[config.mk]
export PLATFORM = sky130hd
export DESIGN_NAME = fetch_sequencer
export DESIGN_NICKNAME = d
export VERILOG_FILES = /design/src/rtl/fetch_sequencer.sv
export SDC_FILE = /design/constraint.sdc
export NUM_CORES = 1
export LEC_CHECK = 0
export ABC_AREA = 1
export CAP_MARGIN = 20
export CORE_MARGIN = 3
export CORE_UTILIZATION = 30
export DETAILED_ROUTE_END_ITERATION = 16
export PLACE_DENSITY = 0.57
export SYNTH_ARGS = -nofsm -noshare
export SYNTH_HDL_FRONTEND = slang
export SYNTH_SLANG_ARGS = --single-unit
[constraint.sdc]
create_clock -name clk -period 4 [get_ports clk]
set_input_delay 0.6 -clock clk [delete_from_list [all_inputs] [get_ports clk]]
set_output_delay 0.6 -clock clk [all_outputs]
set_load 0.05 [all_outputs]
[src/rtl/fetch_sequencer.sv]
// fetch_sequencer: fetch/decode/execute controller for the mrhankey 8-bit CPU.
// Owns pc and ir, fetches program bytes over a mem_rd/mem_valid handshake,
// strobes exec_en for one cycle per instruction, and stops on HALT (8'hFF)
// or on a fetch timeout.
// Optional feature: define SEQ_SINGLE_STEP_EN to add the step input and the
// PAUSE state (one instruction per rising edge of step).
module fetch_sequencer #(
  parameter int unsigned ADDR_W  = 6,
  parameter int unsigned TIMEOUT = 15,
  parameter int unsigned CNT_W   = 16
) (
  input  logic              clk,
  input  logic              clr,
  input  logic              run,
`ifdef SEQ_SINGLE_STEP_EN
  input  logic              step,
`endif
  output logic              mem_rd,
  output logic [ADDR_W-1:0] mem_addr,
  input  logic [7:0]        mem_rdata,
  input  logic              mem_valid,
  output logic [7:0]        ir,
  output logic [ADDR_W-1:0] pc,
  output logic              exec_en,
  output logic              halted,
  output logic              bus_err,
  output logic [CNT_W-1:0]  retired,
  output logic [2:0]        state
);

  localparam int unsigned TMR_W = 8;
  localparam logic [7:0]  OP_HALT = 8'hFF;

  localparam logic [2:0] S_IDLE   = 3'd0;
  localparam logic [2:0] S_FETCH  = 3'd1;
  localparam logic [2:0] S_DECODE = 3'd2;
  localparam logic [2:0] S_EXEC   = 3'd3;
  localparam logic [2:0] S_HALTED = 3'd4;
`ifdef SEQ_SINGLE_STEP_EN
  localparam logic [2:0] S_PAUSE  = 3'd5;
`endif

  logic [2:0]        r_state;
  logic [ADDR_W-1:0] r_pc;
  logic [7:0]        r_ir;
  logic [TMR_W-1:0]  r_timer;
  logic              r_bus_err;
  logic [CNT_W-1:0]  r_retired;
  logic              r_mem_rd;
  logic              r_exec_en;
  logic              r_halted;

  logic [2:0]        w_next_state;
  logic [TMR_W-1:0]  w_timer_inc;
  logic              w_timeout;
  logic              w_mem_rd_d;
  logic              w_exec_en_d;
  logic              w_halted_d;

`ifdef SEQ_SINGLE_STEP_EN
  logic              r_step_prev;
  logic              w_step_rise;

  assign w_step_rise = step & ~r_step_prev;

  // Previous step level, for rising-edge detection.
  always_ff @(posedge clk) begin
    if (clr) r_step_prev <= 1'b0;
    else     r_step_prev <= step;
  end
`endif

  // The timer counts FETCH cycles; the TIMEOUT-th cycle without data aborts.
  assign w_timer_inc = r_timer + TMR_W'(1);
  assign w_timeout   = (w_timer_inc >= TMR_W'(TIMEOUT));

  // State register; clr wins over everything.
  always_ff @(posedge clk) begin
    if (clr) begin
      r_state   <= S_IDLE;
      r_mem_rd  <= 1'b0;
      r_exec_en <= 1'b0;
      r_halted  <= 1'b0;
    end else begin
      r_state   <= w_next_state;
      r_mem_rd  <= w_mem_rd_d;
      r_exec_en <= w_exec_en_d;
      r_halted  <= w_halted_d;
    end
  end

  // Next-state logic; unused encodings fall back to IDLE.
  always_comb begin
    w_next_state = S_IDLE;
    case (r_state)
      S_IDLE:   w_next_state = run ? S_FETCH : S_IDLE;
      S_FETCH: begin
        if (mem_valid)      w_next_state = S_DECODE;
        else if (w_timeout) w_next_state = S_HALTED;
        else                w_next_state = S_FETCH;
      end
      S_DECODE: w_next_state = (r_ir == OP_HALT) ? S_HALTED : S_EXEC;
`ifdef SEQ_SINGLE_STEP_EN
      S_EXEC:   w_next_state = S_PAUSE;
      S_PAUSE: begin
        if (!run)             w_next_state = S_IDLE;
        else if (w_step_rise) w_next_state = S_FETCH;
        else                  w_next_state = S_PAUSE;
      end
`else
      S_EXEC:   w_next_state = run ? S_FETCH : S_IDLE;
`endif
      S_HALTED: w_next_state = S_HALTED;
      default:  w_next_state = S_IDLE;
    endcase
  end

  // Output decode from the next state so the flops line up with the state.
  always_comb begin
    w_mem_rd_d  = 1'b0;
    w_exec_en_d = 1'b0;
    w_halted_d  = 1'b0;
    case (w_next_state)
      S_FETCH:  w_mem_rd_d  = 1'b1;
      S_EXEC:   w_exec_en_d = 1'b1;
      S_HALTED: w_halted_d  = 1'b1;
      default:  ;
    endcase
  end

  // Datapath: pc/ir load on accepted fetch, wait timer, error flag, retire count.
  always_ff @(posedge clk) begin
    if (clr) begin
      r_pc      <= '0;
      r_ir      <= '0;
      r_timer   <= '0;
      r_bus_err <= 1'b0;
      r_retired <= '0;
    end else begin
      if (r_state == S_FETCH) begin
        if (mem_valid) begin
          r_ir    <= mem_rdata;
          r_pc    <= r_pc + ADDR_W'(1);
          r_timer <= '0;
        end else if (w_timeout) begin
          r_bus_err <= 1'b1;
          r_timer   <= '0;
        end else begin
          r_timer <= w_timer_inc;
        end
      end else begin
        r_timer <= '0;
      end
      if (r_state == S_EXEC) r_retired <= r_retired + CNT_W'(1);
    end
  end

  assign mem_rd   = r_mem_rd;
  assign mem_addr = r_pc;
  assign pc       = r_pc;
  assign ir       = r_ir;
  assign exec_en  = r_exec_en;
  assign halted   = r_halted;
  assign bus_err  = r_bus_err;
  assign retired  = r_retired;
  assign state    = r_state;

endmodule

==> results of run 1 <==
## Yosys cell counts (4+ instances only)
master / number / area [um^2]
nand3_1: 14 / 70.07
dfxtp_1: 45 / 900.9
inv_1: 34 / 127.6
buf_4: 7 / 52.55
ha_1: 4 / 50.05
a21oi_1: 16 / 80.08
clkbuf_1: 4 / 15.01
o21ai_0: 22 / 110.1
nand4_1: 4 / 25.02
nor2_1: 48 / 180.2
nor3_1: 10 / 50.05
nor2_4: 4 / 45.04
nand2_1: 48 / 180.2
## per-stage QoR
step | setup WS (ps) | instances
global placement | 1768 | 407
global route | 1670 | 415
finish | 1741 | 415
floorplan | 2235 | 287
CTS | 1724 | 415
detailed placement | 1726 | 407
## worst max-delay path by stage
stage,start,end,slack (ps)
after detailed placement,mem_valid,mem_addr[5]$_SDFFE_PP0P_,1730
after global placement,mem_valid,mem_addr[5]$_SDFFE_PP0P_,1770
after global routing,state[1]$_SDFF_PP0_,state[1],1670
after CTS,retired[3]$_SDFFE_PP0N_,retired[3],1720
after floorplan,state[0]$_SDFF_PP0_,retired[13]$_SDFFE_PP0N_,2240
final,state[2]$_SDFF_PP0_,state[2],1740
## cell type report
cell class	count	area, um^2
fill	674	3730
inverter	37	138.9
multi-input combinational	193	964.7
clock buffer	7	86.33
tap	77	96.34
clock inverter	1	30.03
sequential	45	900.9
timing repair buffer	55	548.0
## placed cells by master (no fill, tap or decap), types with 2 or more instances in the layout
| master | Yosys | routed |
|---|---|---|
| nand3_1 | 14 | 14 |
| nand4_1 | 4 | 4 |
| inv_2 | 3 | 3 |
| a21oi_1 | 16 | 16 |
| nand3_2 | 2 | 2 |
| clkdlybuf4s50_1 | 0 | 54 |
| dfxtp_1 | 45 | 45 |
| xor2_1 | 2 | 2 |
| nand2_1 | 48 | 48 |
| nor3_1 | 10 | 10 |
| nor3b_1 | 3 | 3 |
| nor2_1 | 48 | 48 |
| inv_1 | 34 | 34 |
| o21ai_0 | 22 | 22 |
| clkbuf_8 | 0 | 6 |
| nor2_4 | 4 | 4 |
| nand3b_1 | 3 | 3 |
| ha_1 | 4 | 4 |
| conb_1 | 1 | 4 |
| xnor2_1 | 3 | 3 |
| nand2_4 | 2 | 2 |
## kinds of logic after synthesis
family | synth area share (%)
AOI/OAI and AO/OA | 9.934
xor gates and xnor gates | 2.120
adders and majority gates | 2.423
buffers and inverters | 10.24
DFF | 43.61
other | 0.1815
and+or+nand+nor | 31.50
## metal layers
layer | wire length, um | vias to the layer above | track usage (%)
li1 | - | 1000 | -
met1 | 2353 | 808 | 17.70
met2 | 1956 | 44 | 19.16
met3 | 262 | 10 | 3.871
met4 | 107 | 0 | 5.954
met5 | 0 | - | 0
## registers in the layout (all words and copies together) (netlist names)
signal	count
bus_err	1
exec_en	1
halted	1
ir	8
mem_addr	6
mem_rd	1
r_timer	8
retired	16
state	3
## power by group through the flow
stage                     sequential, mW  clock [mW]  combinational (mW)
after floorplan                    0.529           0              0.0498
after global placement             0.488           0               0.138
after detailed placement           0.488           0               0.138
after CTS                          0.477       0.373               0.139
after global routing               0.480       0.389               0.150
final                              0.477       0.359               0.138
==> flow_summary.json, run 1 <==
{
  "tritoncts": "yes",
  "p_int_uw": 715.3,
  "die_width_um": 88.98,
  "cpPeakStageDelay_ps": 860,
  "power_uw": 973.5,
  "grt_pass1_wl_mm": 8.114,
  "critPathTopFamily": "buffers and inverters",
  "p_per_area_nw_per_um2": 352.1,
  "cp.depth": 1,
  "cts_buffer_depth": 2,
  "synth_ff_type": "dfxtp_1",
  "slew_headroom_pct": 57.21,
  "design_area_um2": 2765,
  "hold_ws_ps": 461.4,
  "ant_nets": 0,
  "clkSinkCount": 45,
  "io_pins": 55,
  "avgViaCountPerCell": 4.487,
  "timing.rr.start": "state[0]$_SDFF_PP0_",
  "p_seq_share_pct": 49.0,
  "rsz0062_at_grt": "no",
  "ys_types": 26,
  "hold_path.startpoint": "bus_err$_SDFFE_PP0P_",
  "synth_warnings": 0,
  "grt_pass1_vias": 1772,
  "async_flop_share_pct": 0,
  "fin_setup_tns_ps": 0,
  "hpwl_mm": 3.547,
  "crit_required_ps": 3400,
  "swShare_pct": 26.53,
  "r2r-end": "mem_addr[5]$_SDFFE_PP0P_",
  "ys_seq_elements": 45,
  "n_antenna_cell": 0,
  "final_layout_size_suffix_gt1_share_pct": 5.917,
  "period_needed_ps": 2259,
  "ctsHoldBuffers": 0,
  "worst_pin_slew_ps": 641.1,
  "hp-class": "register to register",
  "fin_crit_sh_pct": 56.46,
  "port_buffers": 54,
  "cap_violations": 0,
  "p_leak_nw": 1.057,
  "p_clk_share_pct": 36.9,
  "path_clk_slew_ps": 80,
  "hold-path-endpoint": "bus_err$_SDFFE_PP0P_",
  "finalHoldViolCount": 0,
  "drt_iter0_markers": 83,
  "core_area_um2": 6495,
  "routed_wirelength_mm": 4.680,
  "arrival_ps": 1660,
  "postPlaceCellArea_um2": 2649,
  "grt_max_degree": 25,
  "ys_seq_area_share_pct": 43.61,
  "crit_buf_inv": 1,
  "power.switching_uw": 258.2,
  "drc": 0,
  "antenna_found_initial": 0,
  "grt_overflow": 0,
  "track_usage_pct": 13.08,
  "place.gp.congestion": 0.8056,
  "syn_avg_cell_area_um2": 7.274,
  "worstHoldPathCells": 2,
  "area_growth_pct": 33.86,
  "nNetsFinal": 353,
  "max_freq_mhz": 442.8,
  "pwr-share-comb_pct": 14.1,
  "r2r_slack_ps": 2200,
  "start_util_pct": 31.81,
  "netlist_instances": 284,
  "crit_chain": "clkdlybuf4s50_1",
  "cts_setup_buffers": 0,
  "cts_inserted_buffers": 5,
  "ir_worst_vdd_mv": 0.1502,
  "reg2reg_depth": 8,
  "worst-path-max-fanout": 7,
  "first_pass_iters": 4,
  "status": "finished clean",
  "chipHeight_um": 88.98,
  "criticalPathCategory": "register to primary output",
  "wl_per_cell_um": 11.28,
  "die_area_um2": 7917,
  "cts_resized": 0,
  "htree_levels": 2,
  "vias": 1862,
  "root_buffer": "clkbuf_8",
  "worstSetupStartpointType": "register",
  "drv_slew": 0,
  "final_util_pct": 42.57,
  "syn_area_um2": 2066,
  "synth_edf_count": 0,
  "crit_path_top_delay_cell": "clkdlybuf4s50_1",
  "fin_skew_ps": 5.717,
  "final-setup-viol-count": 0,
  "clkLatencyLatePin_ps": 300,
  "placementRows": 29,
  "cp-end-kind": "primary output"
}
Power figures use the tool's default switching activity.
==> inputs of run 2 (changes only) <==
Settings changed: PLACE_DENSITY 0.57 to 0.59.
Clock period 4 ns to 1.88 ns, I/O delays scaled along.
==> flow_summary.json, run 2 (synthesis results as in run 1) <==
{
  "nNetsFinal": 355,
  "rsz0062_at_grt": "no",
  "antenna_found_initial": 0,
  "path_clk_slew_ps": 90,
  "timing.rr.start": "r_timer[0]$_SDFF_PP0_",
  "hp-class": "register to register",
  "grt_overflow": 0,
  "worstSetupStartpointType": "register",
  "grt_max_degree": 25,
  "n_antenna_cell": 0,
  "die_area_um2": 7917,
  "final-setup-viol-count": 0,
  "p_per_area_nw_per_um2": 746.1,
  "crit_path_top_delay_cell": "clkdlybuf4s50_1",
  "p_int_mw": 1.521,
  "crit_chain": "clkdlybuf4s50_1",
  "power.switching_uw": 550.7,
  "ir_worst_vdd_mv": 0.2962,
  "cap_violations": 0,
  "crit_buf_inv": 1,
  "first_pass_iters": 4,
  "cts_inserted_buffers": 5,
  "pwr-share-comb_pct": 14.2,
  "die_width_um": 88.98,
  "final_util_pct": 42.75,
  "arrival_ps": 1530,
  "r2r_slack_ps": 270,
  "cpPeakStageDelay_ps": 830,
  "final_layout_size_suffix_gt1_share_pct": 9.412,
  "crit_required_ps": 1600,
  "hold_path.startpoint": "bus_err$_SDFFE_PP0P_",
  "grt_pass1_vias": 1758,
  "drc": 0,
  "placementRows": 29,
  "drt_iter0_markers": 51,
  "p_leak_nw": 1.193,
  "slew_headroom_pct": 54.89,
  "fin_skew_ps": 8.225,
  "worst_pin_slew_ps": 675.9,
  "grt_pass1_wl_mm": 7.741,
  "reg2reg_depth": 10,
  "power_mw": 2.072,
  "fin_crit_sh_pct": 96.34,
  "wl_per_cell_um": 11.41,
  "htree_levels": 2,
  "period_needed_ps": 1811,
  "nFillCells": 660,
  "worstHoldPathCells": 2,
  "max_freq_mhz": 552.1,
  "cp-end-kind": "primary output",
  "vias": 1867,
  "worst-path-max-fanout": 4,
  "cp-endpoint": "pc[3]",
  "area_growth_pct": 34.40,
  "place.gp.congestion": 0.7944,
  "clkLatencyLatePin_ps": 300,
  "root_buffer": "clkbuf_8",
  "core_area_um2": 6495,
  "hpwl_mm": 3.609,
  "io_pins": 55,
  "criticalPathCategory": "register to primary output",
  "ant_nets": 0,
  "finalHoldViolCount": 0,
  "port_buffers": 54,
  "drv_slew": 0,
  "start_util_pct": 31.81,
  "critPathTopFamily": "buffers and inverters",
  "cts_buffer_depth": 2,
  "critPathLaunch": "mem_addr[3]$_SDFFE_PP0P_",
  "chipHeight_um": 88.98,
  "tritoncts": "yes",
  "r2r-end": "r_timer[2]$_SDFF_PP0_",
  "ctsHoldBuffers": 0,
  "fin_setup_tns_ps": 0,
  "p_clk_share_pct": 36.7,
  "p_seq_share_pct": 49.0,
  "swShare_pct": 26.58,
  "cp.depth": 1,
  "final_cell_mix": "48 x nand2_1, 48 x nor2_1, 45 x dfxtp_1",
  "routed_wirelength_mm": 4.756,
  "clkSinkCount": 45,
  "avgViaCountPerCell": 4.477,
  "track_usage_pct": 12.53,
  "largest_register_ffs": 16,
  "status": "finished clean"
}
==> run 2: timing repair <==
item / 4_1_cts / 5_1_grt
setup buffers: 0 / 0
endpoints found under the setup margin: 0 / 6
resized for setup: 0 / 6
==> run 2: how the worst min path moves through the flow <==
stage	to	slack (ps)
finish	bus_err$_SDFFE_PP0P_	450
floorplan	r_timer[0]$_SDFF_PP0_	430
global route	bus_err$_SDFFE_PP0P_	470
CTS	bus_err$_SDFFE_PP0P_	460
global placement	r_timer[0]$_SDFF_PP0_	440
detailed placement	bus_err$_SDFFE_PP0P_	440
==> run 2: power by group through the flow <==
stage | Combinational, mW | Sequential [mW] | Clock [mW]
finish | 0.295 | 1.02 | 0.761
global route | 0.322 | 1.02 | 0.824
CTS | 0.297 | 1.02 | 0.787
detailed placement | 0.296 | 1.04 | 0
global placement | 0.294 | 1.04 | 0
floorplan | 0.106 | 1.13 | 0
==> run 2: cell type report <==
class / instances / area [um^2] / area share, %
clock inverters: 2 / 37.54 / 1.352
well taps: 77 / 96.34 / 3.470
multi-input cells: 193 / 964.7 / 34.75
repair buffers: 57 / 555.5 / 20.01
inverters: 37 / 138.9 / 5.002
flip-flops and latches: 45 / 900.9 / 32.45
clock buffers: 6 / 82.58 / 2.974
==> run 2: per-layer routing <==
layer | wire length, um | share of wire [%] | GRT usage, %
met5 | 0 | 0 | 0
met4 | 71 | 1.5 | 4.601
met3 | 212 | 4.5 | 3.779
met2 | 2038 | 43 | 19.37
met1 | 2433 | 51 | 16.55
==> run 2: per-stage QoR <==
step	setup slack [ps]	cell area [um^2]	hold WS (ps)	std cells
finish	68.72	2776	453.5	417
global route	0.9316	2776	469.9	417
CTS	14.22	2761	455.1	417
detailed placement	157.0	2641	442.9	409
global placement	213.1	2641	442.4	409
floorplan	115.5	2077	429.7	287
